<file path="src/rtl/song_reader_pkg.sv">
// Shared definitions for the song sequencer.
// Purpose: field widths, word layout helpers and the sequencer state encoding
//          used by song_reader and anything that builds song_rom images.
// Contents:
//   NOTE_W/DUR_W/SONG_W/IDX_W   field widths
//   WORD_W/ADDR_W               derived rom word and address widths
//   REST_NOTE/END_DUR           special field values
//   state_t                     sequencer states
//   word_note/word_dur          slice a {note,dur} rom word
package song_reader_pkg;

  localparam int NOTE_W = 6;
  localparam int DUR_W  = 6;
  localparam int SONG_W = 2;
  localparam int IDX_W  = 5;

  localparam int WORD_W = NOTE_W + DUR_W;
  localparam int ADDR_W = SONG_W + IDX_W;

  localparam logic [NOTE_W-1:0] REST_NOTE = '0;
  localparam logic [DUR_W-1:0]  END_DUR   = '0;
  localparam logic [IDX_W-1:0]  LAST_IDX  = '1;

  typedef enum logic [2:0] {
    ST_IDLE,
    ST_FETCH,
    ST_WAIT,
    ST_PLAY,
    ST_DONE
  } state_t;

  // Upper field of a rom word is the note code
  function automatic logic [NOTE_W-1:0] word_note(input logic [WORD_W-1:0] w);
    return w[WORD_W-1:DUR_W];
  endfunction

  // Lower field of a rom word is the duration in beats
  function automatic logic [DUR_W-1:0] word_dur(input logic [WORD_W-1:0] w);
    return w[DUR_W-1:0];
  endfunction

endpackage

</file>
<file path="src/rtl/song_reader.sv">
// song_reader: plays one song out of song_rom, one {note,dur} word at a time.
// Each note is presented for dur beat ticks, then the next word is fetched.
// A zero duration marks the end of the song; entry 31 also ends it.
// Ports:
//   clk        system clock
//   rst_n      asynchronous active-low reset
//   play       level: 1 = play/resume, 0 = pause (or re-arm after done)
//   song_sel   song to play; sampled in idle, a change while busy restarts
//   beat       one-cycle tempo tick
//   rom_addr   registered address {song, idx} to song_rom
//   rom_dout   song_rom data, valid one cycle after rom_addr
//   note       current note code, held until the next word loads
//   note_valid high while a non-rest note sounds and play is high
//   new_note   one-cycle pulse when a word (note or rest) loads
//   song_done  one-cycle pulse at end of song
//   busy       high in every state except idle
module song_reader
  import song_reader_pkg::*;
(
  input  logic              clk,
  input  logic              rst_n,
  input  logic              play,
  input  logic [SONG_W-1:0] song_sel,
  input  logic              beat,
  output logic [ADDR_W-1:0] rom_addr,
  input  logic [WORD_W-1:0] rom_dout,
  output logic [NOTE_W-1:0] note,
  output logic              note_valid,
  output logic              new_note,
  output logic              song_done,
  output logic              busy
);

  state_t              state;
  logic [SONG_W-1:0]   cur_song;
  logic [IDX_W-1:0]    idx;
  logic [DUR_W-1:0]    dur;
  logic [DUR_W-1:0]    beat_cnt;
  // Remembers that the loaded word is a real note, so note_valid can be
  // restored after a pause while fetching the following word.
  logic                sounding;

  logic                song_change;
  logic                beat_last;
  logic [IDX_W-1:0]    idx_next;
  logic [NOTE_W-1:0]   load_note;
  logic [DUR_W-1:0]    load_dur;

  // A song_sel change is only watched while a song is actually being read;
  // in idle it is simply sampled and in done it is ignored until re-arm.
  always_comb begin
    song_change = (state == ST_FETCH || state == ST_WAIT || state == ST_PLAY)
                  && (song_sel != cur_song);
    beat_last   = (beat_cnt == dur - DUR_W'(1));
    idx_next    = idx + IDX_W'(1);
    load_note   = word_note(rom_dout);
    load_dur    = word_dur(rom_dout);
  end

  // Sequencer. Priority is song change, then pause (play=0 freezes
  // everything except note_valid), then beat handling.
  always_ff @(posedge clk or negedge rst_n) begin
    if (!rst_n) begin
      state      <= ST_IDLE;
      cur_song   <= '0;
      idx        <= '0;
      dur        <= '0;
      beat_cnt   <= '0;
      sounding   <= 1'b0;
      rom_addr   <= '0;
      note       <= '0;
      note_valid <= 1'b0;
      new_note   <= 1'b0;
      song_done  <= 1'b0;
      busy       <= 1'b0;
    end else begin
      new_note  <= 1'b0;
      song_done <= 1'b0;
      if (song_change) begin
        cur_song   <= song_sel;
        idx        <= '0;
        rom_addr   <= {song_sel, {IDX_W{1'b0}}};
        beat_cnt   <= '0;
        sounding   <= 1'b0;
        note_valid <= 1'b0;
        busy       <= 1'b1;
        state      <= ST_FETCH;
      end else begin
        case (state)
          ST_IDLE: begin
            note_valid <= 1'b0;
            if (play) begin
              cur_song <= song_sel;
              idx      <= '0;
              rom_addr <= {song_sel, {IDX_W{1'b0}}};
              busy     <= 1'b1;
              state    <= ST_FETCH;
            end
          end
          // The previous note keeps sounding while the next word is fetched
          ST_FETCH: begin
            note_valid <= play && sounding;
            if (play) state <= ST_WAIT;
          end
          ST_WAIT: begin
            if (!play) begin
              note_valid <= 1'b0;
            end else if (load_dur == END_DUR) begin
              sounding   <= 1'b0;
              note_valid <= 1'b0;
              song_done  <= 1'b1;
              state      <= ST_DONE;
            end else begin
              note       <= load_note;
              dur        <= load_dur;
              beat_cnt   <= '0;
              sounding   <= (load_note != REST_NOTE);
              note_valid <= (load_note != REST_NOTE);
              new_note   <= 1'b1;
              state      <= ST_PLAY;
            end
          end
          ST_PLAY: begin
            if (!play) begin
              note_valid <= 1'b0;
            end else begin
              note_valid <= sounding;
              if (beat) begin
                if (!beat_last) begin
                  beat_cnt <= beat_cnt + DUR_W'(1);
                end else if (idx == LAST_IDX) begin
                  sounding   <= 1'b0;
                  note_valid <= 1'b0;
                  song_done  <= 1'b1;
                  state      <= ST_DONE;
                end else begin
                  idx      <= idx_next;
                  rom_addr <= {cur_song, idx_next};
                  state    <= ST_FETCH;
                end
              end
            end
          end
          // Wait for play to drop so a finished song does not loop
          ST_DONE: begin
            note_valid <= 1'b0;
            if (!play) begin
              busy  <= 1'b0;
              state <= ST_IDLE;
            end
          end
          default: begin
            note_valid <= 1'b0;
            busy       <= 1'b0;
            state      <= ST_IDLE;
          end
        endcase
      end
    end
  end

endmodule

</file>
<file path="config.mk">
export PLATFORM = sky130hd
export DESIGN_NAME = song_reader
export DESIGN_NICKNAME = d
export VERILOG_FILES = /design/src/rtl/song_reader_pkg.sv /design/src/rtl/song_reader.sv
export SDC_FILE = /design/constraint.sdc
export NUM_CORES = 1
export LEC_CHECK = 0
export BUFFER_PORTS_ARGS = -buffer_cell sky130_fd_sc_hd__buf_2
export CAP_MARGIN = 20
export CORE_MARGIN = 10
export CORE_UTILIZATION = 45
export CTS_BUF_LIST = sky130_fd_sc_hd__clkbuf_4
export DETAILED_ROUTE_END_ITERATION = 12
export PLACE_DENSITY = 0.74
export REMOVE_ABC_BUFFERS = 1
export SYNTH_ARGS = -nofsm -noshare
export SYNTH_HDL_FRONTEND = slang
export SYNTH_SLANG_ARGS = --single-unit
</file>
<file path="constraint.sdc">
create_clock -name clk -period 3.87 [get_ports clk]
set_clock_uncertainty 0.05 [all_clocks]
set_input_delay 0.5805 -clock clk [delete_from_list [all_inputs] [get_ports clk]]
set_output_delay 0.5805 -clock clk [all_outputs]
set_load 0.01 [all_outputs]
</file>
==> summary.md <==
| Metric | Value |
|---|---|
| Number of failing setup endpoints in the final timing report | `0` |
| Sum of routed wire segments on met1 | `2.05 mm` |
| Post-Route WL | `4.27 mm` |
| Vias | `1558` |
| Worst slew margin relative to its limit | `48.8%` |
| Starting Density | `47.6%` |
| Library cells used by synthesis | `42` |
| #FFs+latches synth | `35` |
| Proportion of layout cells with a drive suffix above 1 | `27.5%` |
| Horiz. Die Dim | `86.0 µm` |
| Leftover overflow at the end of global routing | `0` |
| Number of hold-slack violations in the final timing report | `0` |
| Post-layout min period | `2.63 ns` |
| Synth cell count leaders | `sky130_fd_sc_hd__dfrtp_1 (35), sky130_fd_sc_hd__mux2_2 (14), sky130_fd_sc_hd__nor2_1 (14)` |
| Routability congestion estimate | `0.819` |
| Total length of routed met2 wires | `1.88 mm` |
| Final ANT Viol Nets | `0` |
| Average cell area after synthesis | `10.1 µm²` |
| Data required time of the worst path | `4.09 ns` |
| DR pass1 iterations | `4` |
| Die outline area | `0.00739 mm²` |
| Final core area utilization | `55.1%` |
| Drc violations | `0` |
| Count of routing violations after the opening detailed-route iteration | `112` |
| Number of nets in the finished design | `250` |
| Async set-or-reset flop fraction in the synthesized netlist | `100%` |
| Area leader, netlist | `sky130_fd_sc_hd__dfrtp_1` |
| Global-route usage over all layers | `12.1%` |
| Startpoint kind of the worst setup timing path | `flop` |
| Total clock buffers created by CTS | `5` |
| Ys Warns | `0` |
| F_max | `380 MHz` |
| CORE AREA | `0.00412 mm²` |
| Number of hold-repair buffers added at the cts stage | `0` |
| Leakage power | `0.00106 µW` |
| Main area contributors after synthesis | `sky130_fd_sc_hd__dfrtp_1 (45%), sky130_fd_sc_hd__mux2_2 (8.1%), sky130_fd_sc_hd__nand3_1 (3.3%), sky130_fd_sc_hd__xnor2_1 (3.1%), sky130_fd_sc_hd__nor2_1 (2.7%)` |
| Number of enable flip-flop cells after synthesis | `0` |
| Number of top-level pins | `35` |
| Clock tree from TritonCTS | `built` |
| Vias per Instance | `5.58` |
| Post-CTS setup buffers | `0` |
| Worst Setup Slack post-DPL | `1.15 ns` |
| Worst hold margin | `0.246 ns` |
| Overall die height | `86.0 µm` |
| Pins over their slew limit | `0` |
| Cell count after synthesis | `194` |
| Worst r2r dst | `rom_addr[3]$_DFFE_PN0P_` |
| Met3 WL post-DR | `277 µm` |
| RSZ-0062 raised after global routing | `no` |
| Final period util | `67.9%` |
| Area growth from synthesis to final layout | `15.8%` |
| Pin count of the biggest net entering global routing | `36` |
| Fin worst setup slack | `1.24 ns` |
| Half-perimeter wire length after detailed placement | `3.26 mm` |
| Post-synth top flop | `sky130_fd_sc_hd__dfrtp_1` |
| Status | `finished clean` |
| Post-cts gate resize count | `0` |
| Clock insertion delay at the later pin of the skew report | `0.34 ns` |
| Setup slack of the most critical reg-to-reg path | `1.24 ns` |
| Max Fanout on Critical Path | `5` |
| Max-cap violations | `0` |
| Reg-to-reg critical path startpoint | `rom_addr[0]$_DFFE_PN0P_` |
| Initial antenna violation count | `0` |
| Wirelength per Cell | `15.3 µm` |
| Class of the most critical hold timing path | `in -> async` |
| Via count of the first global-routing pass | `1608` |
| Pwr per Cell Area | `630 mW/mm²` |
| Num Clock Sinks | `35` |
| Highest routed metal layer | `met4` |
| Clk root buf | `sky130_fd_sc_hd__clkbuf_4` |
| Share of the synthesized area in the top cell type | `44.7%` |
| Count of buffers from port buffering | `34` |
| Cell area after synthesis | `0.00196 mm²` |
| WS Path Type | `reg -> reg` |
| Number of core rows | `23` |
| Worst-case reg-to-reg path depth | `9` |
| Kind of end point of the critical path | `flop` |
| Number of antenna cells inserted | `0` |
| Worst slew pin tran | `0.767 ns` |
| Clock transition time at the flip-flop clock pins of the worst setup and hold paths | `0.11 ns` |
| Total Neg Setup Slack | `0 ns` |
| Share of the yosys chip area belonging to registers | `44.7%` |
| Number of H-tree levels | `2` |
| Max rail drop VDD | `0.353 mV` |
| Wire length of the first global-routing pass | `7.36 mm` |
| Data arrival time of the critical path | `2.85 ns` |
| Most used standard cell by instance count after synthesis | `sky130_fd_sc_hd__dfrtp_1` |
| Clk buf depth | `2` |
## routing by layer
metal / global-route usage, % / up-vias
li1: - / 774
met1: 14.3 / 736
met2: 19.3 / 43
met3: 4.54 / 5
met4: 4.79 / 0
met5: 0 / -
## cells by family after synthesis
kind of cell	Yosys count	share of synthesized area [%]
buffers and inverters	20	3.90
XOR/XNOR	9	4.03
multiplexers	19	11.4
adder cells (fa/ha/maj)	4	2.56
flip-flops	35	44.7
AO/OA/AOI/OAI	45	17.3
AND/OR/NAND/NOR	62	16.2
## worst max-delay path, cell delays in order (launching register included)
cell,delay (ns)
sky130_fd_sc_hd__dfrtp_1,0.45
sky130_fd_sc_hd__ha_1,0.24
sky130_fd_sc_hd__and3_1,0.18
sky130_fd_sc_hd__ha_1,0.18
sky130_fd_sc_hd__nand2b_1,0.15
sky130_fd_sc_hd__nand3_1,0.10
sky130_fd_sc_hd__a221oi_1,0.09
sky130_fd_sc_hd__or4b_2,0.66
sky130_fd_sc_hd__or3_1,0.32
sky130_fd_sc_hd__a21oi_1,0.14
## how the worst max path moves through the flow
stage	startpoint	to	slack, ns	depth (start not counted)
2_1_floorplan	rom_addr[0]$_DFFE_PN0P_	rom_addr[3]$_DFFE_PN0P_	1.37	9
3_3_place_gp	song_sel[0]	rom_addr[5]$_DFFE_PN0P_	1.22	6
3_5_place_dp	song_sel[0]	rom_addr[6]$_DFFE_PN0P_	1.15	6
4_1_cts	dur[0]$_DFFE_PN0P_	rom_addr[0]$_DFFE_PN0P_	1.23	6
5_1_grt	dur[0]$_DFFE_PN0P_	rom_addr[5]$_DFFE_PN0P_	1.06	8
6_report	rom_addr[0]$_DFFE_PN0P_	rom_addr[3]$_DFFE_PN0P_	1.24	9
## sequential cells by signal, summed over array words and instances, names as in the netlist, 2 cells and up
| register | cells |
|---|---|
| beat_cnt | 6 |
| cur_song | 2 |
| dur | 6 |
| note | 6 |
| rom_addr | 7 |
| state | 3 |
## placed cells by master (no fill, tap or decap), types with 5 or more instances in the layout
cell type / synthesis / layout
sky130_fd_sc_hd__a21o_1: 6 / 6
sky130_fd_sc_hd__a21oi_1: 9 / 9
sky130_fd_sc_hd__buf_2: 1 / 34
sky130_fd_sc_hd__clkbuf_4: 0 / 5
sky130_fd_sc_hd__dfrtp_1: 35 / 35
sky130_fd_sc_hd__inv_1: 13 / 13
sky130_fd_sc_hd__mux2_2: 14 / 14
sky130_fd_sc_hd__nand2_1: 10 / 10
sky130_fd_sc_hd__nand3_1: 13 / 13
sky130_fd_sc_hd__nor2_1: 14 / 14
sky130_fd_sc_hd__o21ai_0: 9 / 9
sky130_fd_sc_hd__xnor2_1: 7 / 7
## metrics by stage
| step | instance area (µm²) | total power [µW] | instances |
|---|---|---|---|
| 2_1_floorplan | 1930 | 958 | 187 |
| 3_5_place_dp | 2160 | 1110 | 271 |
| 6_report | 2270 | 1430 | 279 |
| 5_1_grt | 2270 | 1530 | 279 |
| 3_3_place_gp | 2160 | 1100 | 271 |
| 4_1_cts | 2270 | 1440 | 279 |
## power by group
group	internal (µW)	total [µW]	leakage, µW	switching (µW)
clock network	201	329	0.0000514	128
registers	446	526	0.000467	80.1
logic	254	574	0.000546	320
## layout make-up
class	count	area (µm²)
Clock buffer	5	37.5
Clock inverter	3	67.6
Fill cell	370	1850
Inverter	13	48.8
Multi-Input combinational cell	139	1010
Sequential cell	35	876
Tap cell	50	62.6
Timing Repair Buffer	34	170
(Power assumes the default switching activity.)
